`src/rtl/shift_arbiter.sv`:
```
// Two-requester round-robin arbiter in front of one shared 32-bit shifter
// (sll / sra) with a single registered result slot and one-result-per-cycle throughput.
//
// state    | meaning
// ---------+------------------------------------------------
// ST_EMPTY | result register holds nothing, resp_valid=0
// ST_FULL  | result register holds a result, resp_valid=1
module shift_arbiter (
  input  logic        clock,
  input  logic        reset_n,
  input  logic        req0_valid,
  output logic        req0_ready,
  input  logic [31:0] req0_operand,
  input  logic [4:0]  req0_shiftamt,
  input  logic        req0_op,
  input  logic        req1_valid,
  output logic        req1_ready,
  input  logic [31:0] req1_operand,
  input  logic [4:0]  req1_shiftamt,
  input  logic        req1_op,
  output logic        resp_valid,
  input  logic        resp_ready,
  output logic        resp_id,
  output logic [31:0] resp_data
);

  typedef enum logic {ST_EMPTY = 1'b0, ST_FULL = 1'b1} state_t;

  state_t             state_q, state_d;
  logic               last_grant_q, last_grant_d;
  logic               resp_id_q, resp_id_d;
  logic [31:0]        resp_data_q, resp_data_d;

  logic               slot_free;
  logic               winner;
  logic               grant;
  logic [31:0]        sel_operand;
  logic [4:0]         sel_amt;
  logic               sel_op;
  logic signed [31:0] sra_res;
  logic [31:0]        shift_res;

  assign slot_free = (state_q == ST_EMPTY) || resp_ready;

  // Contention goes to the requester that did not win last time.
  always_comb begin
    winner = 1'b0;
    if (req0_valid && req1_valid) winner = ~last_grant_q;
    else if (req1_valid)          winner = 1'b1;
  end

  // reset_n gates the readys so nothing can look accepted while reset is held.
  assign grant      = (req0_valid || req1_valid) && slot_free && reset_n;
  assign req0_ready = grant && !winner;
  assign req1_ready = grant && winner;

  assign sel_operand = winner ? req1_operand  : req0_operand;
  assign sel_amt     = winner ? req1_shiftamt : req0_shiftamt;
  assign sel_op      = winner ? req1_op       : req0_op;

  assign sra_res   = $signed(sel_operand) >>> sel_amt;
  assign shift_res = sel_op ? sra_res : (sel_operand << sel_amt);

  always_comb begin
    state_d      = state_q;
    last_grant_d = last_grant_q;
    resp_id_d    = resp_id_q;
    resp_data_d  = resp_data_q;
    if (grant) begin
      state_d      = ST_FULL;
      last_grant_d = winner;
      resp_id_d    = winner;
      resp_data_d  = shift_res;
    end else if (state_q == ST_FULL && resp_ready) begin
      state_d = ST_EMPTY;
    end
  end

  always_ff @(posedge clock or negedge reset_n) begin
    if (!reset_n) begin
      state_q      <= ST_EMPTY;
      last_grant_q <= 1'b1;
      resp_id_q    <= 1'b0;
      resp_data_q  <= 32'h0;
    end else begin
      state_q      <= state_d;
      last_grant_q <= last_grant_d;
      resp_id_q    <= resp_id_d;
      resp_data_q  <= resp_data_d;
    end
  end

  assign resp_valid = (state_q == ST_FULL);
  assign resp_id    = resp_id_q;
  assign resp_data  = resp_data_q;

endmodule

```
`config.mk`:
```
export PLATFORM = sky130hd
export DESIGN_NAME = shift_arbiter
export DESIGN_NICKNAME = d
export VERILOG_FILES = /design/src/rtl/shift_arbiter.sv
export SDC_FILE = /design/constraint.sdc
export NUM_CORES = 1
export LEC_CHECK = 0
export ABC_AREA = 1
export CORE_ASPECT_RATIO = 2
export CORE_MARGIN = 2
export CORE_UTILIZATION = 48
export DETAILED_ROUTE_END_ITERATION = 8
export PLACE_DENSITY = 0.88
export REMOVE_ABC_BUFFERS = 1
export SETUP_SLACK_MARGIN = 0.1
export SLEW_MARGIN = 20
export SYNTH_ARGS = -nofsm -noshare
export SYNTH_HDL_FRONTEND = slang
export SYNTH_SLANG_ARGS = --single-unit
```
`constraint.sdc`:
```
create_clock -name clock -period 1.9 [get_ports clock]
set_input_delay 0.38 -clock clock [delete_from_list [all_inputs] [get_ports clock]]
set_output_delay 0.38 -clock clock [all_outputs]
set_load 0.02 [all_outputs]
```
==> metrics.md, run 1 <==
| Metric | Value |
|---|---|
| Routability cong. | 1.03 |
| # rows | 54 |
| Post-DP HPWL | ~17000 um |
| Post-synthesis cell count | ~1000 |
| Err | [ERROR GRT-0232] Routing congestion too high. Check the congestion heatmap in the GUI. |
| Total CTS buffers | 5 |
| Stopped at | global routing |
| Largest net degree at the start of global routing | between 50 and 60 |
| Number of synthesized flops with an enable pin | 0 |
| Clock Tree Buf Depth | 2 |
| # H-tree levels | 2 |
| Async set or reset register ratio after synthesis | 100% |
| I/O Buffers | about 120 |
| Yosys warning count | 0 |
| Status | stopped before the end |
| Synth top area cells | nand3_1, nand2_1, dfrtp_1 |
| Post-synth top area share | 35.9% |
| Die width | between 70 and 80 um |
| Average size of a mapped cell | between 5 and 6 um^2 |
| Leading area contributor after synthesis | nand3_1 |
| Io pins | 117 |
| Worst endpoint type | register data pin |
| Global-route total usage across every layer | around 71% |
| Yosys cell types | 27 |
| Sequential fraction of the synthesis area | between 10% and 20% |
| Clk sinks | 35 |
| Most common cell in the netlist | nand3_1 |
| Die height | roughly 150 um |
| Initial core utilization | a little under 50% |
| Root Driver | clkbuf_16 |
| Main synth FF type | dfrtp_1 |
| Yosys reg bits | 35 |
| Most frequent cells after synthesis | nand3_1, nand2_1, nor2_1 |
| Crit. endpoint post-GRT repair | resp_data[30]$_DFFE_PN0P_/D |
| Cell Area, Synth | 5340 um^2 |
| GRT overflow | between 150 and 200 |
per-stage QoR:
| stage | area [um^2] | instances | setup slack (ps) | hold WS [ps] |
|---|---|---|---|---|
| 3_3_place_gp | 7200 | 1293 | -914 | 459 |
| 2_1_floorplan | 5010 | 942 | -2970 | 84.4 |
| 4_1_cts | 8950 | 1327 | -328 | 239 |
| 3_5_place_dp | 7200 | 1293 | -922 | 464 |
repair_timing:
item                                    in CTS
buffers inserted                            16
endpoints found under the setup margin      36
hold buffers                                 0
pin swaps                                   50
gates cloned                                10
gates resized for setup                    303
cells by family after synthesis:
kind of cell    Yosys count  synth area share [%]
simple gates            811                  68.0
buf+inv                 114                  9.16
compound gates           54                  6.37
flops                    35                  16.4
per-layer routing:
layer  global-route usage [%]  overflow
met1                     69.8         4
met2                     92.8        83
met3                     44.3         2
met4                     82.6        75
met5                     3.48         0
==> run 2: changes to the inputs <==
Settings changed: CORE_ASPECT_RATIO 2 to default, CORE_UTILIZATION 48 to 40, PLACE_DENSITY 0.88 to default, PLACE_DENSITY_LB_ADDON from default to 0.15, SETUP_SLACK_MARGIN 0.1 to default.
Clock period 1.9 ns to 2.45 ns, I/O delays scaled along.
==> metrics.md, run 2 <==
| Metric | Value |
|---|---|
| Status | completed |
| Die height | 120 um (-22%) |
| Routed Wire Length | approximately 23000 um |
| Post-synth top area share | 35.9% (unchanged) |
| Synth top area cells | nand3_1, nand2_1, dfrtp_1 |
| Final Cycle Share | 97.3% |
| Least-Margin Pin Slew | 487 ps |
| # diodes | 0 |
| Post-synthesis cell count | 1014 (unchanged) |
| Slew Limit Fails | 0 |
| Sequential fraction of the synthesis area | 16.4% (unchanged) |
| Clock skew | approximately 3.8 ps |
| Final Power | roughly 4.5 mW |
| VDD IR max | about 0.42 mV |
| Core Footprint | 13100 um^2 |
| Average size of a mapped cell | 5.27 um^2 (unchanged) |
| First-pass GRT wire length | approximately 35000 um |
| Slew margin rel. | between 60 and 70% |
| Crit end category | flip-flop |
| Global-route total usage across every layer | roughly 30% |
| Worst path required time | about 2600 ps |
| Io pins | 117 (unchanged) |
| Routability cong. | 0.964 (-6.1%) |
| Main synth FF type | dfrtp_1 |
| Post-CTS Hold Buffers | 0 (unchanged) |
| Yosys cell types | 27 (unchanged) |
| Clk pin slew, worst setup/hold paths | around 50 ps |
| CP Launch Type | flip-flop |
| HP Class | in -> async |
| GRT overflow | 0 |
| Final setup viols | 0 |
| Total CTS buffers | 5 (unchanged) |
| Layout Area Growth over Synthesis | 50.0% |
| Critical path class | reg -> reg |
| Setup_tns | 0 ps |
| Fmax | 0.419 GHz |
| Layout cells sized above 1 | 21.2% |
| Worst-path fanout max | 14 |
| Max-Cap Viols | 0 |
| Number of flip-flops in the largest register | 32 |
| Antenna-violating nets left | 0 |
| Critical path origin | last_grant_q |
| Clock Tree Buf Depth | 2 (unchanged) |
| Antenna violations before repair | 0 |
| Cell Area, Synth | 5340 um^2 (unchanged) |
| Residual DRC count | 0 |
| First drt pass iteration count | 6 |
| Most frequent cells in the layout | nand3_1, nand2_1, clkdlybuf4s50_1 |
| Die width | 120 um (+52%) |
| Clk_lat worst skew | 290 ps |
| I/O Buffers | 116 (unchanged) |
| WL met1 | 9480 um |
| DRT iter0 DRCs | around 670 |
| Leading area contributor after synthesis | nand3_1 |
| Root Driver | clkbuf_16 |
| Clk sinks | 35 (unchanged) |
| # nets final | between 1000 and 1500 |
| Metal2 WL | approximately 10000 um |
| Via density | between 5 and 6 |
| Yosys warning count | 0 (unchanged) |
| Most common cell after layout, fill and taps aside | nand3_1 |
| Worst r2r src | last_grant_q |
| Max Used Layer | met4 |
| # H-tree levels | 2 (unchanged) |
| Async set or reset register ratio after synthesis | 100% (unchanged) |
| # rows | 42 (-22%) |
| Most frequent cells after synthesis | nand3_1, nand2_1, nor2_1 |
| Fin. Hold Viols | 0 |
| Largest net degree at the start of global routing | 56 |
| WL met3 | around 1800 um |
| DIE AREA | around 14000 um^2 |
| Yosys reg bits | 35 (unchanged) |
| Worst Path Arrival | about 2600 ps |
| Via count | around 7600 |
| Vias in the first global route | approximately 6900 |
| Post-DP HPWL | 16400 um (-5.5%) |
| CTS tree | yes |
| Initial core utilization | 40.7% (-8.4 points) |
| DR WL/cell | 17.1 um |
| Most common cell in the netlist | nand3_1 |
| Fin crit period | about 2400 ps |
| Leakage power | between 3 and 4 nW |
| PD cells | about 560 nW/um^2 |
| Number of synthesized flops with an enable pin | 0 (unchanged) |
[run 2: cell counts after synthesis]
Identical to the previous run, type by type.
[run 2: per-layer routing]
metal	vias to the layer above	track usage, %
li1	3675	-
met1	3471	40.9
met2	412	47.5
met3	86	4.71
met4	0	14.9
met5	-	0
[run 2: path summary, 6_finish.rpt]
path,slack [ps],cells past startpoint,end
setup / recovery,70,14,resp_data[3]
setup reg to reg,70,14,resp_data[3]
hold / removal,330,2,resp_data[5]
min in group clock,480,2,resp_data[30]
max in group asynchronous,1760,2,last_grant_q
hold reg to reg,480,2,resp_data[30]
[run 2: cell families (layout without fill, tap and decap cells)]
| logic type | Yosys count | in the layout | synth area share, % |
|---|---|---|---|
| AOI/OAI and AO/OA | 54 | 54 | 6.37 |
| buffers and inverters | 114 | 258 | 9.16 |
| DFF | 35 | 35 | 16.4 |
| and+or+nand+nor | 811 | 811 | 68.0 |
[run 2: report_power, final]
group          total, mW  internal [mW]  switching [mW]
combinational       3.06           1.30            1.77
sequential         0.778          0.716          0.0624
clock              0.670          0.432           0.238
[run 2: stage by stage]
stage | area (um^2) | setup WS (ps) | util [%] | hold slack, ps | instances
final | 8010 | 66.1 | 61.0 | 329 | 1334
after global placement | 7100 | -442 | 54.1 | 470 | 1307
after detailed placement | 7100 | -428 | 54.1 | 474 | 1307
after CTS | 7570 | -38.9 | 57.6 | 347 | 1324
after floorplan | 5010 | -2530 | - | 194 | 942
after global routing | 8010 | -41.9 | 61.0 | 375 | 1334
[run 2: repair_timing]
action                     in CTS  in global routing
cloned                          2                  6
gates resized for setup        53                 80
setup buffers                   7                  4
pin swaps                       9                 16
setup endpoints to repair      20                 34
[run 2: area by class of cell]
cell class,instances,area [um^2]
Fill cell,1328,5120
Multi-Input combinational cell,865,4380
Timing Repair Buffer,208,2210
Inverter,42,169
Tap cell,176,220
Clock buffer,8,156
Sequential cell,35,877
[run 2: critical path: stages, from the launching register on]
cell       delay [ps]
dfstp_2           560
nand2_4            60
buf_4             140
buf_4             170
nand3b_1          150
nand2_4           110
clkbuf_16         200
nand2_2           130
nand3_1           130
nand3_1           130
nand3_1           130
nand3_2           110
nand2_1            60
a21oi_1           150
nor2_1             50
Power figures use the tool's default switching activity.
